File: src/rtl/mod29_sched_pkg.sv
// Shared types and sizes for the mod29 request scheduler.
package mod29_sched_pkg;

    localparam int NUM_REQ = 3;
    localparam int OPND_W  = 3;
    localparam int RSP_W   = 5;
    localparam int ID_W    = 2;
    localparam int SCNT_W  = 4;

    typedef enum logic [1:0] {
        ST_IDLE   = 2'd0,
        ST_SETTLE = 2'd1,
        ST_RESP   = 2'd2
    } state_e;

endpackage

File: src/rtl/mod29_rr_arb.sv
// Round-robin arbiter over three requesters; the search starts just above last_id.
module mod29_rr_arb
    import mod29_sched_pkg::*;
(
    input  logic [NUM_REQ-1:0] req_i,
    input  logic [ID_W-1:0]    last_id_i,
    output logic [NUM_REQ-1:0] gnt_o,
    output logic [ID_W-1:0]    gnt_id_o
);

    function automatic logic [ID_W-1:0] wrap_idx(input logic [ID_W-1:0] base,
                                                 input logic [ID_W-1:0] step);
        logic [ID_W:0] s;
        s = {1'b0, base} + {1'b0, step};
        if (s >= 3'(NUM_REQ)) s = s - 3'(NUM_REQ);
        return s[ID_W-1:0];
    endfunction

    logic                found;
    logic [ID_W-1:0]     cand;

    // Step k=NUM_REQ lands back on last_id, so it has the lowest priority.
    always_comb begin
        gnt_o    = '0;
        gnt_id_o = '0;
        found    = 1'b0;
        cand     = '0;
        for (int k = 1; k <= NUM_REQ; k++) begin
            cand = wrap_idx(last_id_i, ID_W'(k));
            if (!found && req_i[cand]) begin
                found       = 1'b1;
                gnt_id_o    = cand;
                gnt_o[cand] = 1'b1;
            end
        end
    end

endmodule

File: src/rtl/mod29_sched.sv
// Arbitrates three requesters onto an external shared datapath, waits for it to
// settle, captures the result and hands it out with a valid/ready response.
module mod29_sched
    import mod29_sched_pkg::*;
#(
    parameter int SETTLE_CYCLES = 2,
    parameter int CNT_W         = 8
) (
    input  logic                      clk,
    input  logic                      rst_n,
    input  logic [NUM_REQ-1:0]        req_valid,
    input  logic [NUM_REQ-1:0]        req_flag,
    input  logic [NUM_REQ*OPND_W-1:0] req_opnd,
    output logic [NUM_REQ-1:0]        req_ready,
    output logic                      dp_flag,
    output logic [OPND_W-1:0]         dp_opnd,
    input  logic                      dp_ob32,
    input  logic [2:0]                dp_ov33,
    input  logic                      dp_ob34,
    output logic                      rsp_valid,
    output logic [ID_W-1:0]           rsp_id,
    output logic [RSP_W-1:0]          rsp_data,
    input  logic                      rsp_ready,
    output logic                      busy,
    output logic [CNT_W-1:0]          txn_cnt
);

    state_e             state_q, state_d;
    logic [SCNT_W-1:0]  cnt_q, cnt_d;
    logic [ID_W-1:0]    id_q, id_d;
    logic [ID_W-1:0]    last_q, last_d;
    logic               flag_q, flag_d;
    logic [OPND_W-1:0]  opnd_q, opnd_d;
    logic [ID_W-1:0]    rsp_id_q, rsp_id_d;
    logic [RSP_W-1:0]   rsp_data_q, rsp_data_d;
    logic [CNT_W-1:0]   txn_q, txn_d;

    logic [NUM_REQ-1:0] gnt;
    logic [ID_W-1:0]    gnt_id;
    logic [OPND_W-1:0]  opnd_arr [NUM_REQ];

    for (genvar g = 0; g < NUM_REQ; g++) begin : g_opnd
        assign opnd_arr[g] = req_opnd[g*OPND_W +: OPND_W];
    end

    mod29_rr_arb u_arb (
        .req_i     (req_valid),
        .last_id_i (last_q),
        .gnt_o     (gnt),
        .gnt_id_o  (gnt_id)
    );

    always_comb begin
        state_d    = state_q;
        cnt_d      = cnt_q;
        id_d       = id_q;
        last_d     = last_q;
        flag_d     = flag_q;
        opnd_d     = opnd_q;
        rsp_id_d   = rsp_id_q;
        rsp_data_d = rsp_data_q;
        txn_d      = txn_q;
        case (state_q)
            ST_IDLE: begin
                if (|req_valid) begin
                    id_d    = gnt_id;
                    flag_d  = req_flag[gnt_id];
                    opnd_d  = opnd_arr[gnt_id];
                    cnt_d   = SCNT_W'(SETTLE_CYCLES);
                    state_d = ST_SETTLE;
                end
            end
            ST_SETTLE: begin
                cnt_d = cnt_q - SCNT_W'(1);
                if (cnt_q == SCNT_W'(1)) begin
                    rsp_data_d = {dp_ob32, dp_ov33, dp_ob34};
                    rsp_id_d   = id_q;
                    state_d    = ST_RESP;
                end
            end
            ST_RESP: begin
                if (rsp_ready) begin
                    last_d  = rsp_id_q;
                    txn_d   = txn_q + CNT_W'(1);
                    state_d = ST_IDLE;
                end
            end
            default: state_d = ST_IDLE;
        endcase
    end

    // last_id resets to 2 so that requester 0 is the first to win.
    always_ff @(posedge clk or negedge rst_n) begin
        if (!rst_n) begin
            state_q    <= ST_IDLE;
            cnt_q      <= '0;
            id_q       <= '0;
            last_q     <= ID_W'(NUM_REQ - 1);
            flag_q     <= 1'b0;
            opnd_q     <= '0;
            rsp_id_q   <= '0;
            rsp_data_q <= '0;
            txn_q      <= '0;
        end else begin
            state_q    <= state_d;
            cnt_q      <= cnt_d;
            id_q       <= id_d;
            last_q     <= last_d;
            flag_q     <= flag_d;
            opnd_q     <= opnd_d;
            rsp_id_q   <= rsp_id_d;
            rsp_data_q <= rsp_data_d;
            txn_q      <= txn_d;
        end
    end

    // Grant is combinational, so it is also masked while reset is held.
    assign req_ready = (rst_n && state_q == ST_IDLE) ? gnt : '0;
    assign busy      = (state_q != ST_IDLE);
    assign rsp_valid = (state_q == ST_RESP);
    assign rsp_id    = rsp_id_q;
    assign rsp_data  = rsp_data_q;
    assign dp_flag   = flag_q;
    assign dp_opnd   = opnd_q;
    assign txn_cnt   = txn_q;

endmodule

File: config.mk
export PLATFORM = sky130hd
export DESIGN_NAME = mod29_sched
export DESIGN_NICKNAME = d
export VERILOG_FILES = /design/src/rtl/mod29_sched_pkg.sv /design/src/rtl/mod29_rr_arb.sv /design/src/rtl/mod29_sched.sv
export SDC_FILE = /design/constraint.sdc
export NUM_CORES = 1
export LEC_CHECK = 0
export CORE_MARGIN = 2
export CORE_UTILIZATION = 43
export CTS_CLUSTER_DIAMETER = 100
export DETAILED_ROUTE_END_ITERATION = 7
export GPL_TIMING_DRIVEN = 1
export PLACE_DENSITY_LB_ADDON = 0.05
export SLEW_MARGIN = 10
export SYNTH_ARGS = -nofsm -noshare
export SYNTH_HDL_FRONTEND = slang
export SYNTH_SLANG_ARGS = --single-unit
File: constraint.sdc
create_clock -name clk -period 3.63 [get_ports clk]
set_clock_uncertainty 0.2 [all_clocks]
set_input_delay 0.9075 -clock clk [delete_from_list [all_inputs] [get_ports clk]]
set_output_delay 0.9075 -clock clk [all_outputs]
set_load 0.02 [all_outputs]
==> flow_metrics.tcl <==
set metrics [dict create \
    status "finished, final reports clean" \
    yosys_register_bits 29 \
    insertion_delay_ns 0.28 \
    maxSlewViolCount 0 \
    synth-edff-count 0 \
    rrSetupSlack_ns 0.83 \
    nets 256 \
    power.leakage_nw 1.046 \
    reg2regPathDepth 9 \
    cts_tree "yes" \
    grt_setup_unrepaired "false" \
    core_sq_um 3689 \
    holdBufCountCts 0 \
    numPortBuffers 46 \
    drive_above_1_share_pct 21.33 \
    diodes 0 \
    synth.top_cell.area_share_pct 42.14 \
    rows 22 \
    hold_slack_ns 0.2721 \
    yosysTopAreaCell "dfrtp_1" \
    cts_max_level 2 \
    cp-start-kind "input pin" \
    cp_data_arrival_time_ns 2.43 \
    viasPerCell 5.234 \
    path_clk_slew_ns 0.06 \
    layoutNonFillerInstCount 273 \
    max-vdd-ir-drop_mv 0.4966 \
    vias 1429 \
    setup_viol 0 \
    finalWirelength_microns 3905 \
    io_pins 47 \
    drc 0 \
    ys.flop_type "dfrtp_1" \
    slew_headroom_pct 27.09 \
    synth_area_sq_um 1663 \
    mostFrequentLayoutCells "clkdlybuf4s50_1 (40), dfrtp_1 (28), buf_4 (18)" \
    fp.dieW_microns 66.19 \
    die_area_sq_um 4380 \
    drt_first_pass_iters 4 \
    ys_types 41 \
    fin_crit_ns 3.538 \
    start_util_pct 45.08 \
    ant_nets 0 \
    grt_pass1_vias 1512 \
    fmax_ghz 0.2826 \
    crit_end "req_ready[0]" \
    grt_use_total_pct 20.07 \
    ys_top_cells_by_area "dfrtp_1 (42%), mux2_2 (7.4%), ha_1 (6.8%)" \
    area_growth_pct 43.04 \
    yosysWarnings 0 \
    dpl.hpwl_microns 2859 \
    cp-end-kind "output port" \
    layout_commonest_cell "clkdlybuf4s50_1" \
    gp_congestion 0.8249 \
    min_path_type "flip-flop to flip-flop" \
    syn_inst 158 \
    ys_seq_area_share_pct 43.72 \
    antenna_found_initial 0 \
    reg2reg_to "dp_opnd[2]" \
    clkSinkCount 29 \
    grt_max_degree 30 \
    hold_viol_final 0 \
    grt_pass1_wl_microns 6630 \
    cts_buffer_depth 2 \
    tightest_slew_ns 1.090 \
    cp-startpoint "req_valid[1]" \
    grt_overflow 0 \
    async_flop_share_pct 100.0 \
    rr_startpoint "last_q[1]" \
    drt_iter0_markers 62 \
    required_ns 2.52 \
    critPathMaxFanout 4 \
    wire_per_inst_microns 14.30 \
    cap_viol_max_count 0 \
    cts_buffers 5 \
    dp_cells 264 \
    synth_nets 190 \
    pwr_density_cell_nw_per_um2 780.5 \
    worstSetupPathType "input pin to output port" \
    min_period_over_period_pct 97.47 \
    die_y_microns 66.19 \
    syn_area_per_cell_sq_um 10.52 \
    clockRootBuffer "clkbuf_8" \
]
## state kept, by name, summed over array words and instances, names as in the netlist
name / flops
cnt_q: 4
dp_opnd: 3
rsp_data: 5
last_q: 2
id_q: 2
state_q: 2
rsp_id: 2
dp_flag: 1
txn_cnt: 8
## routing by layer
| layer | share of wire, % | GRT usage (%) |
|---|---|---|
| met1 | 45 | 23.94 |
| met2 | 48 | 32.88 |
| met3 | 5.8 | 5.792 |
| met4 | 1.5 | 9.949 |
| met5 | 0 | 0 |
## how the worst min path moves through the flow
stage                     from    endpoint  slack (ns)  cells past startpoint
global placement    txn_cnt[7]  txn_cnt[7]        0.26                      1
floorplan              id_q[1]     id_q[1]        0.28                      1
detailed placement  txn_cnt[7]  txn_cnt[7]        0.27                      1
finish              txn_cnt[7]  txn_cnt[7]        0.27                      1
global route        txn_cnt[7]  txn_cnt[7]        0.29                      1
CTS                 txn_cnt[7]  txn_cnt[7]        0.28                      1
## Yosys cell counts, types with 2 or more instances
library cell,count
a21oi_1,4
and3_1,2
buf_4,2
dfrtp_1,28
ha_1,9
inv_1,7
mux2_2,11
nand2_1,10
nand2b_1,5
nand3_1,11
nand3b_1,5
nor2_1,11
nor2b_1,4
nor3_1,2
o2111ai_1,8
o21ai_0,7
xnor2_1,5
xor2_1,4
## critical path, stage by stage
cell and delay (ns):
dlygate4sd2_1 0.24, buf_4 0.14, mux2_2 0.25, o2bb2ai_1 0.12, a22o_1 0.24, a222oi_1 0.27, nor2_1 0.09, buf_4 0.17
## stage by stage
stage               utilization (%)  setup WS, ns   TNS, ns  instance area (sq um)  power, mW
finish                        64.48       0.09190         0                   2379      1.856
floorplan                         -        0.3026         0                   1663      1.178
global placement              61.77       -0.4523    -1.315                   2278      1.541
global route                  64.48       0.01568         0                   2379      1.991
CTS                           63.70      -0.02410  -0.02410                   2350      1.839
detailed placement            61.77       -0.5000    -1.404                   2278      1.578
## cell families after synthesis
| kind of cell | share of synthesized area [%] |
|---|---|
| AO/OA/AOI/OAI | 13.92 |
| XOR/XNOR | 4.740 |
| adder cells (fa/ha/maj) | 6.772 |
| buffers and inverters | 3.084 |
| flip-flops | 43.72 |
| multiplexers | 8.954 |
| AND/OR/NAND/NOR | 18.81 |
## power breakdown
part / internal, mW / switching (mW)
clock network: 0.132 / 0.120
registers: 0.454 / 0.0906
logic: 0.514 / 0.545
total: 1.10 / 0.756
## final cells by class
class / count / area (sq um)
multi-input combinational: 118 / 900.9
inverter: 7 / 26.28
clock buffer: 6 / 72.57
timing repair buffer: 63 / 581.8
clock inverter: 2 / 10.01
tap: 48 / 60.06
fill: 324 / 1310
sequential: 29 / 726.9
## what timing repair did
action,CTS,global route
pin swaps,3,5
buffers inserted,0,1
gates resized for setup,16,6
setup endpoints to repair,3,3
(Power assumes the default switching activity.)
